### src/rtl/lookup_bank_ctrl.sv
// Ping-pong bank controller for the two-bank gamma/lookup RAM: host writes and
// identity fills target the shadow bank; a commit swaps banks at the next frame_start.
module lookup_bank_ctrl #(
   parameter int PIXEL_WIDTH = 8,
   parameter int ADDR_WIDTH  = 10
) (
   input  logic                  pixclk,
   input  logic                  resetb,
   input  logic                  frame_start,
   input  logic                  host_we,
   input  logic [ADDR_WIDTH-1:0] host_addr,
   input  logic [PIXEL_WIDTH-1:0] host_data,
   output logic                  host_rdy,
   input  logic                  commit,
   input  logic                  init_identity,
   output logic                  ram_we,
   output logic [ADDR_WIDTH:0]   ram_addr,
   output logic [PIXEL_WIDTH-1:0] ram_data,
   output logic                  active_bank,
   output logic                  commit_pending,
   output logic                  busy,
   output logic                  swap_done
);

   localparam logic [1:0] ST_IDLE = 2'd0;
   localparam logic [1:0] ST_FILL = 2'd1;
   localparam logic [1:0] ST_WAIT = 2'd2;

   localparam int SHIFT = ADDR_WIDTH - PIXEL_WIDTH;
   localparam logic [ADDR_WIDTH-1:0] LAST_IDX = '1;

   logic [1:0]             state_reg, state_next;
   logic [ADDR_WIDTH-1:0]  fill_cnt_reg;
   logic                   host_rdy_reg;
   logic                   ram_we_reg;
   logic [ADDR_WIDTH:0]    ram_addr_reg;
   logic [PIXEL_WIDTH-1:0] ram_data_reg;
   logic                   active_bank_reg;
   logic                   commit_pending_reg;
   logic                   swap_done_reg;

   logic                   accept;
   logic                   fill_last;
   logic [ADDR_WIDTH-1:0]  fill_idx_inc;
   logic [ADDR_WIDTH-1:0]  fill_shift;

   // host_rdy is low for the first cycle after reset release, so inputs there are ignored
   assign accept       = (state_reg == ST_IDLE) && host_rdy_reg;
   assign fill_last    = (fill_cnt_reg == LAST_IDX);
   assign fill_idx_inc = fill_cnt_reg + ADDR_WIDTH'(1);
   assign fill_shift   = fill_idx_inc >> SHIFT;

   always_comb begin
      state_next = state_reg;
      case (state_reg)
         ST_IDLE: begin
            if (accept && init_identity)
               state_next = ST_FILL;
            else if (accept && commit)
               state_next = ST_WAIT;
         end
         ST_FILL: begin
            // a commit arriving on the very last fill cycle still arms the swap
            if (fill_last)
               state_next = (commit_pending_reg || commit) ? ST_WAIT : ST_IDLE;
         end
         ST_WAIT: begin
            if (frame_start)
               state_next = ST_IDLE;
         end
         default: state_next = ST_IDLE;
      endcase
   end

   always_ff @(posedge pixclk) begin
      if (!resetb) begin
         state_reg          <= ST_IDLE;
         fill_cnt_reg       <= '0;
         host_rdy_reg       <= 1'b0;
         ram_we_reg         <= 1'b0;
         ram_addr_reg       <= '0;
         ram_data_reg       <= '0;
         active_bank_reg    <= 1'b0;
         commit_pending_reg <= 1'b0;
         swap_done_reg      <= 1'b0;
      end else begin
         state_reg     <= state_next;
         host_rdy_reg  <= (state_next == ST_IDLE);
         ram_we_reg    <= 1'b0;
         swap_done_reg <= 1'b0;
         case (state_reg)
            ST_IDLE: begin
               if (accept && init_identity) begin
                  // entry 0 is launched here so entry k lands k+1 cycles after the request
                  fill_cnt_reg <= '0;
                  ram_we_reg   <= 1'b1;
                  ram_addr_reg <= {~active_bank_reg, {ADDR_WIDTH{1'b0}}};
                  ram_data_reg <= '0;
               end else if (accept) begin
                  if (host_we) begin
                     ram_we_reg   <= 1'b1;
                     ram_addr_reg <= {~active_bank_reg, host_addr};
                     ram_data_reg <= host_data;
                  end
                  if (commit)
                     commit_pending_reg <= 1'b1;
               end
            end
            ST_FILL: begin
               if (commit)
                  commit_pending_reg <= 1'b1;
               if (!fill_last) begin
                  fill_cnt_reg <= fill_idx_inc;
                  ram_we_reg   <= 1'b1;
                  ram_addr_reg <= {~active_bank_reg, fill_idx_inc};
                  ram_data_reg <= fill_shift[PIXEL_WIDTH-1:0];
               end
            end
            ST_WAIT: begin
               if (frame_start) begin
                  active_bank_reg    <= ~active_bank_reg;
                  commit_pending_reg <= 1'b0;
                  swap_done_reg      <= 1'b1;
               end
            end
            default: ;
         endcase
      end
   end

   assign host_rdy       = host_rdy_reg;
   assign ram_we         = ram_we_reg;
   assign ram_addr       = ram_addr_reg;
   assign ram_data       = ram_data_reg;
   assign active_bank    = active_bank_reg;
   assign commit_pending = commit_pending_reg;
   assign busy           = (state_reg == ST_FILL);
   assign swap_done      = swap_done_reg;

endmodule

### config.mk
export PLATFORM = sky130hd
export DESIGN_NAME = lookup_bank_ctrl
export DESIGN_NICKNAME = d
export VERILOG_FILES = /design/src/rtl/lookup_bank_ctrl.sv
export SDC_FILE = /design/constraint.sdc
export NUM_CORES = 1
export LEC_CHECK = 0
export CORE_MARGIN = 2
export CORE_UTILIZATION = 44
export CTS_BUF_LIST = sky130_fd_sc_hd__clkbuf_2
export DETAILED_ROUTE_END_ITERATION = 10
export GPL_TIMING_DRIVEN = 0
export PLACE_DENSITY = 0.79
export SLEW_MARGIN = 20
export SYNTH_ARGS = -nofsm -noshare
export SYNTH_HDL_FRONTEND = slang
export SYNTH_SLANG_ARGS = --single-unit
### constraint.sdc
create_clock -name pixclk -period 1.5 [get_ports pixclk]
set_clock_uncertainty 0.05 [all_clocks]
set_input_delay 0.3 -clock pixclk [delete_from_list [all_inputs] [get_ports pixclk]]
set_output_delay 0.3 -clock pixclk [all_outputs]
set_load 0.005 [all_outputs]
[Word-level counts from Yosys, hierarchy flattened]
Cells that the tools add are included.
Storage, ports and cells
  latch bits: 0
  output and inout bits: 25
  logic and storage cells: 64
  bits in read-only memories: 0
  bits in writable memories: 0
  register bits after elaboration: 36
  memories kept: 0
  bits of input ports: 24
Operators by class
  multiplexer cells: 30
  reductions and logical operators: 13
  multipliers: 0
  div/mod/pow operators: 0
  $lt $le $gt $ge: 0
  shift-type cells: 0
  add/sub/neg operators: 1
  equal/unequal tests: 10
  bitwise gates (word level): 1
Operator list (number)
  $mux W11: 4
  $mux W8: 4
  $pmux W11 S2: 1
  $mux W10: 2
  $pmux W10 S2: 1
  $pmux W8 S2: 1
  $add A10 B1 Y10 const B: 1
  $eq A10 B10 Y1 const B: 1
  $mux W2: 5
  $mux W1: 9
  $ne A2 B2 Y1 const B: 4
  $reduce_and A4 Y1: 2
  $ne A3 B2 Y1 const B: 2
  $pmux W2 S3: 1
  $logic_not A2 Y1: 2
  $reduce_and A2 Y1: 2
  $logic_and A1 B1 Y1: 3
  $pmux W1 S3: 1
  $reduce_and A3 Y1: 1
  $reduce_bool A3 Y1: 1
  $eq A2 B1 Y1 const B: 1
  $eq A2 B2 Y1 const B: 1
  $ne A2 B1 Y1 const B: 1
  $pmux W1 S2: 1
  other kinds (3): 3

[Logic depth before layout (Yosys ltp)]
  word-level depth: 7
  gate-level depth with buffers: 6
  depth with buffers taken out: 5

[Least setup slack after synthesis]
No wires, ideal clock.
  path type: register -> register
  from: register fill_cnt_reg[0]
  to: register ram_addr_reg[1], in the netlist ram_addr[1]
  data required time: 1.316 ns
  stages on the path, launching flop included: 7
  data arrival time: 1.521 ns
  path buffers: 1
  setup time: 0.134 ns
  clock period less this slack: 1.705 ns
  setup slack: -0.205 ns
  path through: dfxtp_1 ha_1 and4_1 nand4_1 buf_2 a21oi_1 a211oi_1
Between the ends
  cells in the longest elaborated chain, start to end: 3
  elaborated cells between the ends (all ways): 6
  classes of those cells: 1 x add/sub; 2 x eq/ne; 2 x mux; 1 x reduce/logical
RTL lines
  start, declared: RTL line 33  | logic [ADDR_WIDTH-1:0] fill_cnt_reg;
  start signal, assigned: RTL line 113  | fill_cnt_reg <= fill_idx_inc;
  $add A10 B1 Y10 / $eq A10 B10 Y1 (equally long branches): RTL line 50, 49
  $mux W11 / $ne A2 B2 Y1 (equally long branches)
  $pmux W11 S2 / $reduce_and A4 Y1 (equally long branches)
  end signal, assigned: RTL line 97  | ram_addr_reg <= {~active_bank_reg, {ADDR_WIDTH{1'b0}}};
  end signal, assigned: RTL line 102  | ram_addr_reg <= {~active_bank_reg, host_addr};
  end signal, assigned: RTL line 115  | ram_addr_reg <= {~active_bank_reg, fill_idx_inc};
  end, declared: RTL line 36  | logic [ADDR_WIDTH:0] ram_addr_reg;
Parallel ways exist; a longest one is shown, timed or not. The select of a mux whose other input is x is not followed.
A chain may end at the register's enable or synchronous reset.

[Worst setup path after layout]
  from: register fill_cnt_reg[1]
  to: register fill_cnt_reg[6]
Between the ends
  cells in the longest elaborated chain, start to end: 3
  elaborated cells between the ends (all ways): 6
  classes of those cells: 1 x add/sub; 2 x eq/ne; 2 x mux; 1 x reduce/logical
RTL lines (RTL line)
  $add A10 B1 Y10 / $eq A10 B10 Y1 (equally long branches): 50, 49
  $mux W10 / $ne A2 B2 Y1 (equally long branches)
  $pmux W10 S2 / $reduce_and A3 Y1 (equally long branches)
Parallel ways exist; a longest one is shown, timed or not. The select of a mux whose other input is x is not followed.

==> metrics.yaml <==
num_vias: 2103
dieWidth_um: 65.5
slew_violations: 0
drt_iter0_drc: 253
grt_max_degree: 11
maxCapViolations: 0
gr-total-overflow: 0
layout_common_cells: "buf_4, dfxtp_2, dlygate4sd2_1"
grt_pass1_vias: 1940
gp_congestion: 0.908
setup_ws_ns: -0.201
arrival_ns: 1.95
yosysSeqAreaShare_pct: 43.3
synth_cells: 190
grt_util_all_layers_pct: 29.5
synth-main-ff-cell: "dfxtp_1"
synth_area_leaders: "dfxtp_1, a21oi_1, a311oi_1, nand2_1, o21ai_0"
start_util_pct: 45.8
leakage_nw: 1.22
dpl.cell_count: 286
yosysWarnings: 0
largest_register_ff_count: 11
core_area_um2: 3630
clkPwrFrac_pct: 18.4
p_int_mw: 1.63
root_buffer: "clkbuf_2"
layout-drive-gt1-share_pct: 50.5
die_area_um2: 4290
violations: "negative setup slack"
cts.clk_slew.worst_paths_ns: 0.18
ios: 49
power_density_nw_per_um2: 817
syn_nets: 215
p_seq_share_pct: 46.2
rrSetupSlack_ns: -0.20
endpoint_kind: "flop"
grt_pass1_wl_mm: 9.43
max-vdd-ir-drop_mv: 0.526
postLayoutCoreUtil_pct: 81.4
fill_cells: 227
min_period_ns: 1.70
crit_fanout: 6
fin_crit_sh_pct: 113
routed_via_density: 6.24
synth_top_area_cell: "dfxtp_1"
dp_hpwl_mm: 3.16
setup_viol: 30
tightest_slew_ns: 0.701
tns_ns: -3.46
worstPathRequired_ns: 1.75
hold_depth: 3
ys_seq_elements: 36
pwr-share-comb_pct: 35.4
dp_slack_ns: -0.736
port_buffers: 48
synth_edf_count: 0
worst_hold_slack_ns: 0.397
num-nets-final: 313
areaGrowthSynthToFinish_pct: 78.0
antenna_found_initial: 0
avgSynthCellArea_um2: 8.75
timing.rr.start: "fill_cnt_reg[1]"
ctsHoldBuffers: 0
rsz0062_at_grt: "true"
fp-row-count: 22
status: "finished, violations left"
p_sw_mw: 0.792
die_h_um: 65.5
start_kind: "flop"
routedWlPerCell_um: 20.5
cts_tree: "done"
drtPass1Iterations: 5
stdcell_count: 337
synth_top_area_share_pct: 43.3
insertion_delay_ns: 0.40
switching_share_pct: 32.8
path_class: "flop to flop"
final-hold-violation-count: 0
final_common_cell: "buf_4"
synth_area_um2: 1660
holdPathEnd: "ram_data[6]"
antennaDiodeCount: 0
finalWirelength_mm: 6.90
fmax_ghz: 0.588
h-tree-depth: 2
reg2reg_to: "fill_cnt_reg[6]"
slew_headroom_pct: 53.3
clkSinkCount: 36
holdCritPathClass: "input pin to flop"
async_flop_share_pct: 0
drcViolationCount: 0
hp-start: "host_data[6]"
cts_buffers: 5
ant_nets: 0
synth_cell_types: 45
clk_path_buf_depth: 2
r2r_cells: 7
how the worst max path moves through the flow:
stage                                  to  slack [ns]             from  cells past startpoint
after floorplan               ram_addr[1]       -0.02  fill_cnt_reg[1]                      6
after global placement        ram_addr[5]       -0.70    init_identity                      6
after detailed placement      ram_addr[5]       -0.74    init_identity                      6
after CTS                     ram_data[1]        -0.1  fill_cnt_reg[0]                      7
after global routing          ram_data[7]       -0.25  fill_cnt_reg[6]                      7
final                     fill_cnt_reg[6]       -0.20  fill_cnt_reg[1]                      7
cells by family after synthesis:
group | after synthesis | share of synthesized area (%)
AOI/OAI and AO/OA | 75 | 30.6
and+or+nand+nor | 55 | 17.6
DFF | 36 | 43.3
buffers and inverters | 19 | 5.57
xor gates and xnor gates | 4 | 2.11
adders and majority gates | 1 | 0.752
final cells by class:
cell class / instances / area [um2] / share of cell area, %
inverters: 5 / 21.3 / 0.719
flip-flops and latches: 36 / 779 / 26.3
multi-input cells: 135 / 1130 / 38.2
plain buffers: 10 / 76.3 / 2.58
clock buffers: 7 / 35.0 / 1.18
clock inverters: 1 / 3.75 / 0.127
well taps: 48 / 60.1 / 2.03
repair buffers: 95 / 852 / 28.8
critical path, cell delays in order (launching register included):
cell	delay (ns)
dfxtp_4	0.40
ha_4	0.18
nand4_4	0.10
nor4_4	0.05
buf_4	0.16
buf_4	0.13
o21a_4	0.23
a2bb2o_1	0.31
power groups by stage:
stage          logic, mW  registers, mW  clock network (mW)
2_1_floorplan      0.304           1.14                   0
3_5_place_dp       0.619           1.13                   0
3_3_place_gp       0.608           1.13                   0
4_1_cts            0.761           1.12               0.447
6_report           0.857           1.12               0.444
5_1_grt            0.903           1.12               0.500
per-stage QoR:
step | total power [mW] | cell area (um2)
global route | 2.53 | 2960
CTS | 2.32 | 2780
floorplan | 1.44 | 1730
detailed placement | 1.75 | 2270
global placement | 1.74 | 2270
finish | 2.42 | 2960
synthesized netlist by cell type, types with 3 or more instances:
| cell | number |
|---|---|
| a211oi_1 | 4 |
| a21oi_1 | 27 |
| a311oi_1 | 14 |
| buf_2 | 7 |
| clkbuf_1 | 4 |
| dfxtp_1 | 36 |
| inv_1 | 5 |
| nand2_1 | 19 |
| nand3_1 | 5 |
| nand4_1 | 4 |
| nor2_1 | 9 |
| nor2b_1 | 3 |
| nor4_1 | 3 |
| o21ai_0 | 10 |
| xnor2_1 | 3 |
routing by layer:
metal	GRT usage [%]	wire length, um	up-vias
li1	-	-	918
met1	33.7	2530	977
met2	51.4	3460	167
met3	6.68	605	41
met4	14.6	300	0
met5	0	0	-
timing repair:
| item | in CTS | in global routing |
|---|---|---|
| setup buffers | 34 | 11 |
| cloned | 3 | 0 |
| setup endpoints to repair | 57 | 32 |
| gates resized for setup | 116 | 32 |
| pin swaps | 17 | 20 |
No activity file was read; power rests on OpenSTA's default activity.
